**config.mk**
```make
export PLATFORM = sky130hd
export DESIGN_NAME = alu_share_arbiter
export DESIGN_NICKNAME = d
export VERILOG_FILES = /design/src/rtl/alu_share_arbiter.sv
export SDC_FILE = /design/constraint.sdc
export NUM_CORES = 1
export LEC_CHECK = 0
export ABC_CLOCK_PERIOD_IN_PS = 1700
export CAP_MARGIN = 10
export CORE_ASPECT_RATIO = 0.7
export CORE_MARGIN = 5
export CORE_UTILIZATION = 34
export CTS_CLUSTER_DIAMETER = 100
export CTS_CLUSTER_SIZE = 28
export DETAILED_ROUTE_END_ITERATION = 8
export GPL_TIMING_DRIVEN = 0
export PLACE_DENSITY = 0.82
export SLEW_MARGIN = 40
export SYNTH_ARGS = -nofsm -noshare
export SYNTH_HDL_FRONTEND = slang
export SYNTH_SLANG_ARGS = --single-unit
```
**constraint.sdc**
```tcl
create_clock -name clk_i -period 1.7 [get_ports clk_i]
set_input_delay 0.17 -clock clk_i [delete_from_list [all_inputs] [get_ports clk_i]]
set_output_delay 0.17 -clock clk_i [all_outputs]
set_load 0.005 [all_outputs]
```
**src/rtl/alu_share_arbiter.sv**
```systemverilog
// Two-port round-robin arbiter sharing one combinational ALU, with per-port
// one-entry response buffers. Define ALU_ARB_FIXED_PRIO_EN for fixed priority.
module alu_share_arbiter #(
    parameter int DATA_W = 32,
    parameter int OP_W   = 5
) (
    input  logic              clk_i,
    input  logic              rst_i,
    input  logic [1:0]        req_valid_i,
    output logic [1:0]        req_ready_o,
    input  logic [DATA_W-1:0] req_a_i      [2],
    input  logic [DATA_W-1:0] req_b_i      [2],
    input  logic [OP_W-1:0]   req_op_i     [2],
    output logic [1:0]        rsp_valid_o,
    input  logic [1:0]        rsp_ready_i,
    output logic [DATA_W-1:0] rsp_result_o [2],
    output logic [1:0]        rsp_flag_o,
    output logic [DATA_W-1:0] alu_a_o,
    output logic [DATA_W-1:0] alu_b_o,
    output logic [OP_W-1:0]   alu_op_o,
    input  logic [DATA_W-1:0] alu_result_i,
    input  logic              alu_flag_i
);

    logic [1:0]        rsp_valid_q, rsp_valid_d;
    logic [DATA_W-1:0] rsp_result_q [2];
    logic [DATA_W-1:0] rsp_result_d [2];
    logic [1:0]        rsp_flag_q, rsp_flag_d;
    logic [1:0]        eligible;
    logic [1:0]        grant;

`ifndef ALU_ARB_FIXED_PRIO_EN
    // Index of the most recently granted port; the other one wins a tie.
    logic last_grant_q, last_grant_d;
`endif

    always_comb begin
        eligible = req_valid_i & (~rsp_valid_q | rsp_ready_i);
        grant    = 2'b00;
        if (!rst_i) begin
`ifdef ALU_ARB_FIXED_PRIO_EN
            if (eligible[0]) begin
                grant = 2'b01;
            end else if (eligible[1]) begin
                grant = 2'b10;
            end
`else
            if (&eligible) begin
                grant = last_grant_q ? 2'b01 : 2'b10;
            end else begin
                grant = eligible;
            end
`endif
        end
    end

    always_comb begin
        alu_a_o  = '0;
        alu_b_o  = '0;
        alu_op_o = '0;
        if (grant[0]) begin
            alu_a_o  = req_a_i[0];
            alu_b_o  = req_b_i[0];
            alu_op_o = req_op_i[0];
        end else if (grant[1]) begin
            alu_a_o  = req_a_i[1];
            alu_b_o  = req_b_i[1];
            alu_op_o = req_op_i[1];
        end
    end

    // A capture wins over a drain so a port can sustain one op per cycle.
    always_comb begin
        rsp_valid_d = rsp_valid_q;
        rsp_flag_d  = rsp_flag_q;
        for (int p = 0; p < 2; p++) begin
            rsp_result_d[p] = rsp_result_q[p];
            if (grant[p]) begin
                rsp_valid_d[p]  = 1'b1;
                rsp_result_d[p] = alu_result_i;
                rsp_flag_d[p]   = alu_flag_i;
            end else if (rsp_valid_q[p] && rsp_ready_i[p]) begin
                rsp_valid_d[p] = 1'b0;
            end
        end
    end

`ifndef ALU_ARB_FIXED_PRIO_EN
    always_comb begin
        last_grant_d = last_grant_q;
        if (|grant) begin
            last_grant_d = grant[1];
        end
    end
`endif

    always_ff @(posedge clk_i) begin
        if (rst_i) begin
            rsp_valid_q     <= 2'b00;
            rsp_flag_q      <= 2'b00;
            rsp_result_q[0] <= '0;
            rsp_result_q[1] <= '0;
`ifndef ALU_ARB_FIXED_PRIO_EN
            last_grant_q    <= 1'b1;
`endif
        end else begin
            rsp_valid_q     <= rsp_valid_d;
            rsp_flag_q      <= rsp_flag_d;
            rsp_result_q[0] <= rsp_result_d[0];
            rsp_result_q[1] <= rsp_result_d[1];
`ifndef ALU_ARB_FIXED_PRIO_EN
            last_grant_q    <= last_grant_d;
`endif
        end
    end

    assign req_ready_o     = grant;
    assign rsp_valid_o     = rsp_valid_q;
    assign rsp_flag_o      = rsp_flag_q;
    assign rsp_result_o[0] = rsp_result_q[0];
    assign rsp_result_o[1] = rsp_result_q[1];

endmodule

```
* After elaboration in Yosys (flattened, before gate mapping) *
Memory sizes are Yosys's and may differ from the RTL's.
Index checks and enable logic that the tools add are counted.

operators by class
  multiplexer cells = 20
  reduce and logical (&&, ||, !) cells = 6
  bitwise operators = 5

operator list
  cell               number
  $mux 32            8
  $mux 5             2
  $mux 1             7
  $mux 2             3
  $reduce_bool 2->1  2
  $and 2x2->2        1
  $logic_and 1x1->1  2
  $not 2->2          1
  $or 1x1->1         2
  $or 2x2->2         1
  $reduce_and 2->1   1
  $reduce_or 2->1    1

word-level totals
  word-level logic and storage cells = 37
  output and inout port bits = 139
  memory bits (writable) = 64
  memories = 1
  register bits after elaboration = 5
  input bits = 177

memory list
  name          words  bits a word  rd ports  clocked after Yosys merged registers in  wr ports  line  source
  rsp_result_q  2      32           2         0                                        2         26    logic [DATA_W-1:0] rsp_result_q [2];

* Depth between registers and ports, before layout *
  word-level depth = 8
  depth in mapped cells = 5
  gate-level depth less buffers = 3

* Least setup slack after synthesis *
No wires, ideal clock.

  path type = reg-to-output
  start point = register rsp_valid_q[0], in the netlist rsp_valid_o[0]
  end point = output alu_a_o[22]
  required time = 1530 ps
  arrival time = 1251 ps
  stages on the path, launching flop included = 6
  slack = 279 ps
  path buffers = 2
  cells stage by stage = dfxtp_1 nor2b_2 o2111ai_2 buf_2 buf_2 o32ai_1

between the ends
  longest elaborated chain between the ends = 8

RTL lines
  what                    line  source
  from (decl)             25    logic [1:0] rsp_valid_q, rsp_valid_d;
  from (signal assigned)  107   rsp_valid_q <= rsp_valid_d;
  $not 2->2 (*)           38    eligible = req_valid_i & (~rsp_valid_q | rsp_ready_i);
  $or 2x2->2 (*)          38
  $and 2x2->2 (*)         38
  $reduce_and 2->1        48    if (&eligible) begin
  $mux 2 (*)              48
  $mux 2 (*)              40    if (!rst_i) begin
  $mux 32                 65    end else if (grant[1]) begin
  $mux 32 (*)             61    if (grant[0]) begin
  to (decl)               18    output logic [DATA_W-1:0] alu_a_o,

Every way passes the cells marked *; elsewhere a longest branch is shown, timed or not.

* Worst setup path after layout *
  start point = register rsp_valid_q[0], in the netlist rsp_valid_o[0]
  end point = output alu_b_o[15]

between the ends
  longest elaborated chain between the ends = 8

RTL lines
  what              line  source
  $not 2->2 (*)     38
  $or 2x2->2 (*)    38
  $and 2x2->2 (*)   38
  $reduce_and 2->1  48
  $mux 2 (*)        48
  $mux 2 (*)        40
  $mux 32           65
  $mux 32 (*)       61
  to (decl)         19    output logic [DATA_W-1:0] alu_b_o,

Marked as above.

==> flow_summary_export.csv <==
group,metric,value,unit
finish,register_area,0.00139,sq mm
synth,syn_area,0.00396,sq mm
route,drc,0,
route,drt-pass1-iter-count,4,
placement,gp_congestion,0.969,
sta,finalClockSkew,7.38,ps
route,ant_nets,0,
floorplan,coreArea,0.0116,sq mm
setup_path,cp-end-kind,"primary output",
route,drtIter0Drc,157,
synth,yosysSeqAreaShare,34.9,%
setup_path,regToRegSetupSlack,50,ps
sta,finalCriticalPeriod,1980,ps
global_route,grt_max_degree,12,
setup_path,cp.required,1530,ps
finish,final_layout_size_suffix_gt1_share,25.1,%
sta,final-setup-viol-count,71,
cts,numClockSinks,69,
global_route,antenna_found_initial,0,
floorplan,dieWidth,139,um
sta,slew_headroom,62.5,%
sta,worst_pin_slew,563,ps
synth,synth.top_cell.area_share,34.9,%
setup_path,crit_slowest_cell,"dfxtp_2",
floorplan,fp.dieArea,0.0139,sq mm
power,power_frac_comb,34.7,%
power,p_leak,3.96,nW
floorplan,boundaryPins,316,
cts,clk_pin_slew,60,ps
synth,syn_avg_cell_area,7.93,sq um
finish,num-fill-cells,801,
finish,area_delta_synth_final,118,%
synth,synth_area_leaders,"dfxtp_1 (35%), o32ai_1 (15%), inv_1 (13%)",
sta,hold_viol_final,0,
finish,antenna_cells,0,
power,p_per_area,649,mW/mm^2
synth,ys_async_sr_fraction,0,%
synth,yosysMostFrequentCell,"inv_1",
route,post_drt_wl_per_cell,19.4,um
route,num_vias,4972,
power,sw_frac_of_total,27.6,%
global_route,grt_pass1_vias,5370,
cts,cts_htree_levels,3,
sta,fin_setup_tns,-15560,ps
setup_path,arrival,1810,ps
synth,synth_warnings,0,
setup_path,crit_chain,"nor2b_4 > o2111ai_4 > buf_6 > buf_12 > buf_8 > o32ai_1 > buf_2",
power,switchingPower,1.54,mW
global_route,grt_first_pass_wirelength,28900,um
floorplan,num_rows,33,
synth,synth_nets,676,
synth,synth_enable_flop_cells,0,
sta,max_freq,0.505,GHz
flow_run,cap_violations,0,
floorplan,die_h,100,um
setup_path,worstPathMaxFanout,10,
finish,layout.nets,1027,
placement,post_dp_cell_area,0.00730,sq mm
sta,maxSlewViolCount,0,
setup_path,critPathLaunchType,"flop",
floorplan,initial_core_util,34.2,%
sta,worst_slack,-280,ps
sta,rsz0062_at_grt,"true",
cts,cts_max_path_buffers,2,
setup_path,path_class,"flop to primary output",
sta,fin_crit_sh,116,%
cts,numCtsBuffers,9,
finish,multiInputGateArea,0.00267,sq mm
synth,yosys.area.top_type,"dfxtp_1",
placement,post-dp-hpwl,14300,um
finish,final_area,0.00863,sq mm
synth,ys.flop_type,"dfxtp_1",
synth,synthTopCellsByCount,"inv_1 (140), dfxtp_1 (69), o32ai_1 (69)",
power,p_int,4.05,mW
global_route,track_usage,26.0,%
route,via_per_inst,4.91,
cts,cts_root_buf,"clkbuf_16",
power,irDropWorstVdd,0.653,mV
placement,port_buffers,315,
power,clockPowerShare,33.0,%
synth,ys_types,20,
cts,clock_latency,330,ps
route,drt-total-wl,19600,um
synth,synth_seq_cells,69,
power,p_seq_share,32.3,%
run_status,status,"complete, but fails checks",
synth,synthCells,499,
run_status,violations,"negative setup slack",
global_route,grt-ovfl-total,0,
hold_path,worstHoldPathType,"input port to flop",
cts,cts_tree,"yes",
setup_path,max_stage_delay,340,ps
==> cells by family (layout without fill, tap and decap cells) <==
group | Yosys count | in the layout | synth area share, %
buf+inv | 181 | 536 | 18.2
simple gates | 106 | 106 | 12.5
compound gates | 77 | 78 | 16.7
flops | 69 | 69 | 34.9
mux | 66 | 66 | 17.7
==> critical path, delay by kind of cell, from the launching register on <==
family,cells,cell delay (ps)
buffers and inverters,4,640
flip-flops,1,340
AO/OA/AOI/OAI,2,300
AND/OR/NAND/NOR,1,180
==> worst paths after layout <==
check / from / to / cells past startpoint
setup / recovery: rsp_valid_o[0]$_SDFFE_PP0P_ / alu_b_o[15] / 7
hold / removal: rsp_ready_i[1] / rsp_valid_o[1]$_SDFFE_PP0P_ / 3
setup reg to reg: rsp_valid_o[1]$_SDFFE_PP0P_ / rsp_result_q[0][18]$_SDFFE_PP0P_ / 7
hold reg to reg: rsp_result_q[0][21]$_SDFFE_PP0P_ / rsp_result_q[0][21]$_SDFFE_PP0P_ / 2
==> cells in the final DEF (no fill, tap or decap), types with 3 or more instances in the layout <==
cell and instances:
o32ai_1 7, o21ai_4 3, o32ai_2 38, mux2_1 32, buf_6 16, buf_16 3, nand2_1 66, dlygate4sd2_1 5
clkbuf_16 11, buf_2 70, clkbuf_2 3, nor2b_1 33, buf_4 11, buf_8 7, mux2i_1 33, o32ai_4 24
dfxtp_1 66, clkbuf_1 11, buf_12 7, clkbuf_8 4, inv_1 140, clkdlybuf4s50_1 240
==> state kept, by name, indices dropped and copies added (netlist names) <==
signal        flops
rsp_flag_o        2
rsp_result_q     64
last_grant_q      1
rsp_valid_o       2
==> layout make-up <==
cell class,count,share of cell area [%]
clock inverter,4,0.551
multi-input combinational,250,31.0
clock buffer,12,2.86
inverter,142,6.18
timing repair buffer,339,36.2
tap,157,2.28
buffer,39,4.86
sequential,69,16.1
==> metrics by stage <==
| stage | cells | power, mW | hold slack [ps] | utilization (%) | setup WS [ps] |
|---|---|---|---|---|---|
| 2_1_floorplan | 499 | 2.35 | 295 | - | 279 |
| 3_3_place_gp | 971 | 3.37 | 442 | 63.2 | -1180 |
| 3_5_place_dp | 971 | 3.41 | 451 | 63.2 | -1170 |
| 4_1_cts | 1012 | 5.49 | 354 | 71.7 | -246 |
| 5_1_grt | 1012 | 5.84 | 387 | 74.6 | -368 |
| 6_report | 1012 | 5.59 | 396 | 74.6 | -280 |
==> power by group through the flow <==
stage / clock [mW] / sequential (mW) / combinational [mW]
floorplan: 0 / 1.84 / 0.510
global route: 1.97 / 1.82 / 2.05
global placement: 0 / 1.83 / 1.54
CTS: 1.88 / 1.81 / 1.80
finish: 1.85 / 1.81 / 1.94
detailed placement: 0 / 1.83 / 1.58
==> metal layers <==
metal  share of wire (%)  vias to the layer above  GRT usage (%)
li1                    -                     2332              -
met1                  39                     2375           29.5
met2                  50                      213           46.4
met3                 7.9                       52           9.48
met4                 3.0                        0           7.89
met5                   0                        -              0
==> what timing repair did <==
action | 4_1_cts | 5_1_grt
cloned | 7 | 0
setup endpoints to repair | 88 | 110
resized for setup | 428 | 53
buffers inserted | 18 | 2
pin swaps | 16 | 10
hold endpoints to repair | 0 | 0
hold buffers | 0 | 0
No activity file was read; power rests on OpenSTA's default activity.
==> RTL change 1, RTL diff (same flow settings) <==
Reset style: asynchronous (`rst_i`), changed in one clocked block.
--- a/src/rtl/alu_share_arbiter.sv
+++ b/src/rtl/alu_share_arbiter.sv
@@ -96,3 +96,3 @@
 
-    always_ff @(posedge clk_i) begin
+    always_ff @(posedge clk_i or posedge rst_i) begin
         if (rst_i) begin
Formal check against the unedited RTL: differs if rst_i is asserted again (counterexample within 4 cycles, from zero or initial values and one cycle with rst_i high); with rst_i held inactive, the same outputs for 4 cycles.
==> RTL change 1 against the original RTL <==
The run still ends with negative setup slack left. Maximum frequency down 5.8%. Worst setup slack worse by 0.12 ns. Synthesized cell count down 20%. Sequential cell count stayed put. Clock skew is 0.00082 ns lower. Wire length increased by 2.3%. Synthesized area grew 2.3%. Cell area up 3.9%. Total power rose by 44%. Sequential share of layout area grew 3.2 points. Largest power group unchanged. Highest routed layer unchanged.
==> RTL change 1: results (changes against the original RTL) <==
status -> finished, violations left (unchanged)
failing checks -> negative setup slack (unchanged)
Setup WS pre-CTS -> -0.886 ns (was -1.17 ns)
prevailing post-synth register cell -> dfrtp_1 (was dfxtp_1)
top cells by area, synth -> dfrtp_1 42%, o32ai_1 15%, mux2_4 10% (was dfxtp_1 35%, o32ai_1 15%, inv_1 13%)
Via Count -> 4749 (was 4972)
vias in the first global route -> 4950 (was 5370)
Post-Syn Nets -> 574 (was 676)
CP max-delay cell -> dfstp_2 (was dfxtp_2)
fraction of layout cells with a size suffix above 1 -> 0.364 (was 0.251)
Clock Latency Late Sink -> 0.33 ns (about the same)
crit path DAT -> 1.93 ns (was 1.81 ns)
GRT Overall Usage -> 0.256 (was 0.260)
leakage -> 4.04 nW (was 3.96 nW)
setup ws final -> -0.401 ns (was -0.280 ns)
Placed Cells -> 868 (was 971)
DP Area -> 7400 um2 (was 7300 um2)
# nets final -> 944 (was 1027)
Yosys warning count -> 0 (unchanged)
Post-Route WL -> 20100 um (was 19600 um)
# setup viols final -> 98 (was 71)
pin count of the biggest net entering global routing -> 79 (was 12)
dpl hpwl -> 14100 um (was 14300 um)
Bufs on Longest Clock Path -> 2 (unchanged)
max reg flops -> 64 (unchanged)
first-pass GRT wire length -> 28600 um (was 28900 um)
Synth top cells by count -> 72 x nand2_1, 71 x inv_1, 69 x o32ai_1 (was 140 x inv_1, 69 x dfxtp_1, 69 x o32ai_1)
GP Congestion -> 0.967 (was 0.969)
first drt pass iteration count -> 6 (was 4)
PortBufs -> 314 (was 315)
crit-path max FO -> 6 (was 10)
Min-Delay Path Class -> in2async (was in2reg)
Worst path top cell family by delay -> buffers and inverters (unchanged)
htree depth -> 3 (unchanged)
ANT cells -> 0 (unchanged)
Vias/cell -> 5.11 (was 4.91)
Slew @ Worst Pin -> 0.991 ns (was 0.563 ns)
VDD IR max -> 0.882 mV (was 0.653 mV)
CP peak stage delay -> 0.57 ns (was 0.34 ns)
antenna violations before repair -> 0 (unchanged)
Async S/R FF share, synth -> 1.00 (was 0)
Clk Tree Root Cell -> clkbuf_16 (unchanged)
clock slew at reported path FFs -> 0.05 ns
Iter 0 DRT Violations -> 267 (was 157)
Final Skew -> 0.00656 ns (was 0.00738 ns)
Synth cell types -> 22 (was 20)
register area share after synthesis -> 0.427 (was 0.349)
CTS buffer count -> 9 (unchanged)
post-synthesis cell count -> 397 (was 499)
## RTL change 1: cell count changes after synthesis, sizes merged, moves of 33 or more
cell | unedited run | this run
dfrtp | 0 | 68
dfxtp | 69 | 0
inv | 142 | 72
mux2 | 33 | 66
mux2i | 33 | 0
nor2b | 35 | 2
## RTL change 1: logic make-up (layout without fill, tap and decap cells)
group,Yosys count,count (layout),synth area share
buf+inv,107,481,0.114
simple gates,81,81,0.0819
compound gates,74,75,0.167
flops,69,69,0.427
mux,66,66,0.210
## RTL change 1: tightest hold or removal path, cell delays in order
cell	delay (ns)
buf_4	0.16
inv_2	0.15
clkbuf_8	0.53
## RTL change 1: cell type report
type | instances | area [um2]
clock inverter | 3 | 42.5
fill | 740 | 2720
sequential | 69 | 1730
tap | 157 | 196
clock buffer | 13 | 270
buffer | 35 | 387
timing repair buffer | 358 | 3350
multi-input combinational | 222 | 2720
inverter | 72 | 270
## RTL change 1: metrics by stage
stage	hold WS (ns)	TNS, ns	power (mW)
2_1_floorplan	0.302	0	3.41
3_3_place_gp	0.475	-62.38	5.29
3_5_place_dp	0.480	-64.94	5.37
4_1_cts	0.235	-21.70	7.72
5_1_grt	0.288	-31.32	8.42
6_report	0.226	-24.07	8.06
## RTL change 1: worst paths after layout
check	end	slack (ns)	startpoint	cells past startpoint
min in group clk_i	rsp_result_o[38]	0.47	alu_result_i[6]	2
min	rsp_valid_o[0]	0.23	rst_i	3
max reg2reg	rsp_result_o[29]	-0.07	last_grant_q	6
max	alu_a_o[14]	-0.40	last_grant_q	7
max in group asynchronous	rsp_result_o[28]	1.07	rst_i	3
min reg2reg	rsp_result_o[37]	0.49	rsp_result_o[37]	1
## RTL change 1: timing repair
item	CTS	global route
setup endpoints to repair	127	125
setup buffers	23	13
hold buffers	0	0
resized for setup	425	60
gates cloned	5	5
pin swaps	5	11
## RTL change 1: layer usage
metal / share of wire / vias up / track usage / wire [um]
met5: 0 / - / 0 / 0
met4: 0.028 / 0 / 0.0573 / 569
met3: 0.073 / 41 / 0.0755 / 1460
met2: 0.49 / 207 / 0.435 / 9880
met1: 0.41 / 2362 / 0.325 / 8180
li1: - / 2139 / - / -
## RTL change 1: report_power, final
group / switching (mW) / total [mW] / internal (mW)
clock: 0.667 / 1.92 / 1.25
combinational: 1.36 / 3.75 / 2.39
sequential: 0.274 / 2.38 / 2.11
total: 2.31 / 8.06 / 5.75
==> RTL change 2, RTL diff (config.mk and constraints unchanged) <==
Made on the original files. `OP_W`: 5 -> 10.
--- a/src/rtl/alu_share_arbiter.sv
+++ b/src/rtl/alu_share_arbiter.sv
@@ -4,3 +4,3 @@
     parameter int DATA_W = 32,
-    parameter int OP_W   = 5
+    parameter int OP_W   = 10
 ) (
Ports: changed (resized alu_op_o and req_op_i); port bits go from 316 to 331. No check against the original RTL was run, so the function may have changed too.
==> RTL change 2 against the original RTL <==
The run still ends with negative setup slack left. Synthesized area up 3.6%. Maximum frequency up 1.3%. Worst setup slack better by 0.025 ns. Wire length up 2.3%. Die area up 3.3%. Total power up 2.0%. Sequential share of layout area down 0.64 points. Cell area up 3.9%. Largest cell class unchanged. Hold slack worse by 0.039 ns. Combinational power up 5%. First-iteration DRC count up 59%. Sequential cell count unchanged. Global-route usage down 1.4 points.
==> RTL change 2: results (changes against the original RTL) <==
status -> finished, violations left (unchanged)
failing checks -> negative setup slack (unchanged)
fraction of layout cells with a size suffix above 1 -> 0.275 (was 0.251)
leakage -> 4.13 nW (was 3.96 nW)
top cells by area, synth -> dfxtp_1 34%, o32ai_1 16%, inv_1 14% (was dfxtp_1 35%, o32ai_1 15%, inv_1 13%)
clock slew at reported path FFs -> 0.06 ns (about the same)
clock-net power -> 1.87 mW
Post-Route WL -> 20100 um (was 19600 um)
htree depth -> 3 (unchanged)
Largest Pwr Group -> combinational cells (unchanged)
GP Congestion -> 0.828 (was 0.969)
dpl hpwl -> 14700 um (was 14300 um)
prevailing post-synth register cell -> dfxtp_1 (unchanged)
crit-path max FO -> 5 (was 10)
Bufs on Longest Clock Path -> 2 (unchanged)
PostCTS Resize Cnt -> 414 (was 428)
Logic pwr share -> 0.355 (was 0.347)
register area share after synthesis -> 0.337 (was 0.349)
pin count of the biggest net entering global routing -> 13 (was 12)
Max-Slew Margin vs Limit -> 0.616 (was 0.625)
PortBufs -> 330 (was 315)
Reg with most FFs -> rsp_result_q (unchanged)
CP peak stage delay -> 0.37 ns (was 0.34 ns)
Min-Delay Path Class -> in2reg (unchanged)
Via Count -> 5051 (was 4972)
fillcell total -> 850 (was 801)
Final Skew -> 0.00643 ns (was 0.00738 ns)
VDD IR max -> 0.502 mV (was 0.653 mV)
# setup viols final -> 76 (was 71)
r2r worst-path depth -> 6 (was 7)
vias in the first global route -> 4915 (was 5370)
first drt pass iteration count -> 4 (unchanged)
Worst path top cell family by delay -> buffers and inverters (unchanged)
Async S/R FF share, synth -> 0 (unchanged)
Slew Viols, Final -> 0 (unchanged)
max reg flops -> 64 (unchanged)
Synth top cells by count -> 151 x inv_1, 74 x o32ai_1, 69 x dfxtp_1 (was 140 x inv_1, 69 x dfxtp_1, 69 x o32ai_1)
crit path DAT -> 1.79 ns (was 1.81 ns)
setup TNS -> -13.46 ns (was -15.56 ns)
Clock Latency Late Sink -> 0.34 ns
Yosys warning count -> 0 (unchanged)
Cell Int Power -> 4.11 mW (was 4.05 mW)
setup ws final -> -0.255 ns (was -0.280 ns)
antenna violations before repair -> 0 (unchanged)
Iter 0 DRT Violations -> 249 (was 157)
first-pass GRT wire length -> 27400 um (was 28900 um)
# nets final -> 1068 (was 1027)
GRT Overall Usage -> 0.247 (was 0.260)
setup bufs post-CTS -> 13 (was 18)
Hold Path Depth -> 5 (was 3)
Post-Syn Nets -> 703 (was 676)
CP max-delay cell -> dfxtp_4 (was dfxtp_2)
Synth cell types -> 22 (was 20)
Clk Tree Root Cell -> clkbuf_16 (unchanged)
CTS buffer count -> 9 (unchanged)
==> RTL change 2: cell types whose count changed after synthesis, moves of 3 or more <==
cell	delta
buf_2	-3
clkbuf_1	-3
mux2_1	-5
buf_6	+3
mux2_2	+5
inv_1	+11
o32ai_1	+5
buf_4	+5
==> RTL change 2: kinds of logic (layout without fill, tap and decap cells) <==
family,count (synthesis),in the layout,share of synthesized area
other,0,1,0
buffers and inverters,193,563,0.195
DFF,69,69,0.337
AOI/OAI and AO/OA,82,82,0.176
and+or+nand+nor,106,106,0.120
muxes,66,66,0.171
==> RTL change 2: through the flow <==
stage	cells	power [mW]	area (um2)	setup WS (ns)	util
finish	1044	5.71	8960	-0.255	0.762
global route	1043	5.96	8960	-0.315	0.762
CTS	1033	5.47	8230	-0.236	0.700
detailed placement	1003	3.49	7600	-1.16	0.646
global placement	1003	3.47	7600	-1.17	0.646
floorplan	516	2.39	4100	0.218	-
==> RTL change 2: area by class of cell <==
class,count,area [um2],area share
antenna,1,2.50,0.000279
buffer,40,443,0.0494
clock buffer,10,239,0.0267
clock inverter,6,62.6,0.00698
inverter,152,571,0.0636
multi-input combinational,254,2770,0.309
sequential,69,1390,0.155
tap,157,196,0.0219
timing repair buffer,355,3290,0.367
==> RTL change 2: worst paths after layout <==
kind,start,endpoint,slack [ns]
setup / recovery,rsp_valid_o[1],alu_a_o[2],-0.26
setup reg to reg,rsp_valid_o[0],rsp_result_q[0][42],0.06
hold reg to reg,rsp_result_q[0][21],rsp_result_q[0][21],0.45
hold / removal,rsp_ready_i[0],rsp_valid_o[0],0.36
==> RTL change 2: layer usage <==
layer	vias to the layer above	track usage	share of wire
met4	0	0.0611	0.010
met5	-	0	0
met2	184	0.422	0.51
li1	2415	-	-
met1	2433	0.307	0.41
met3	19	0.0753	0.071
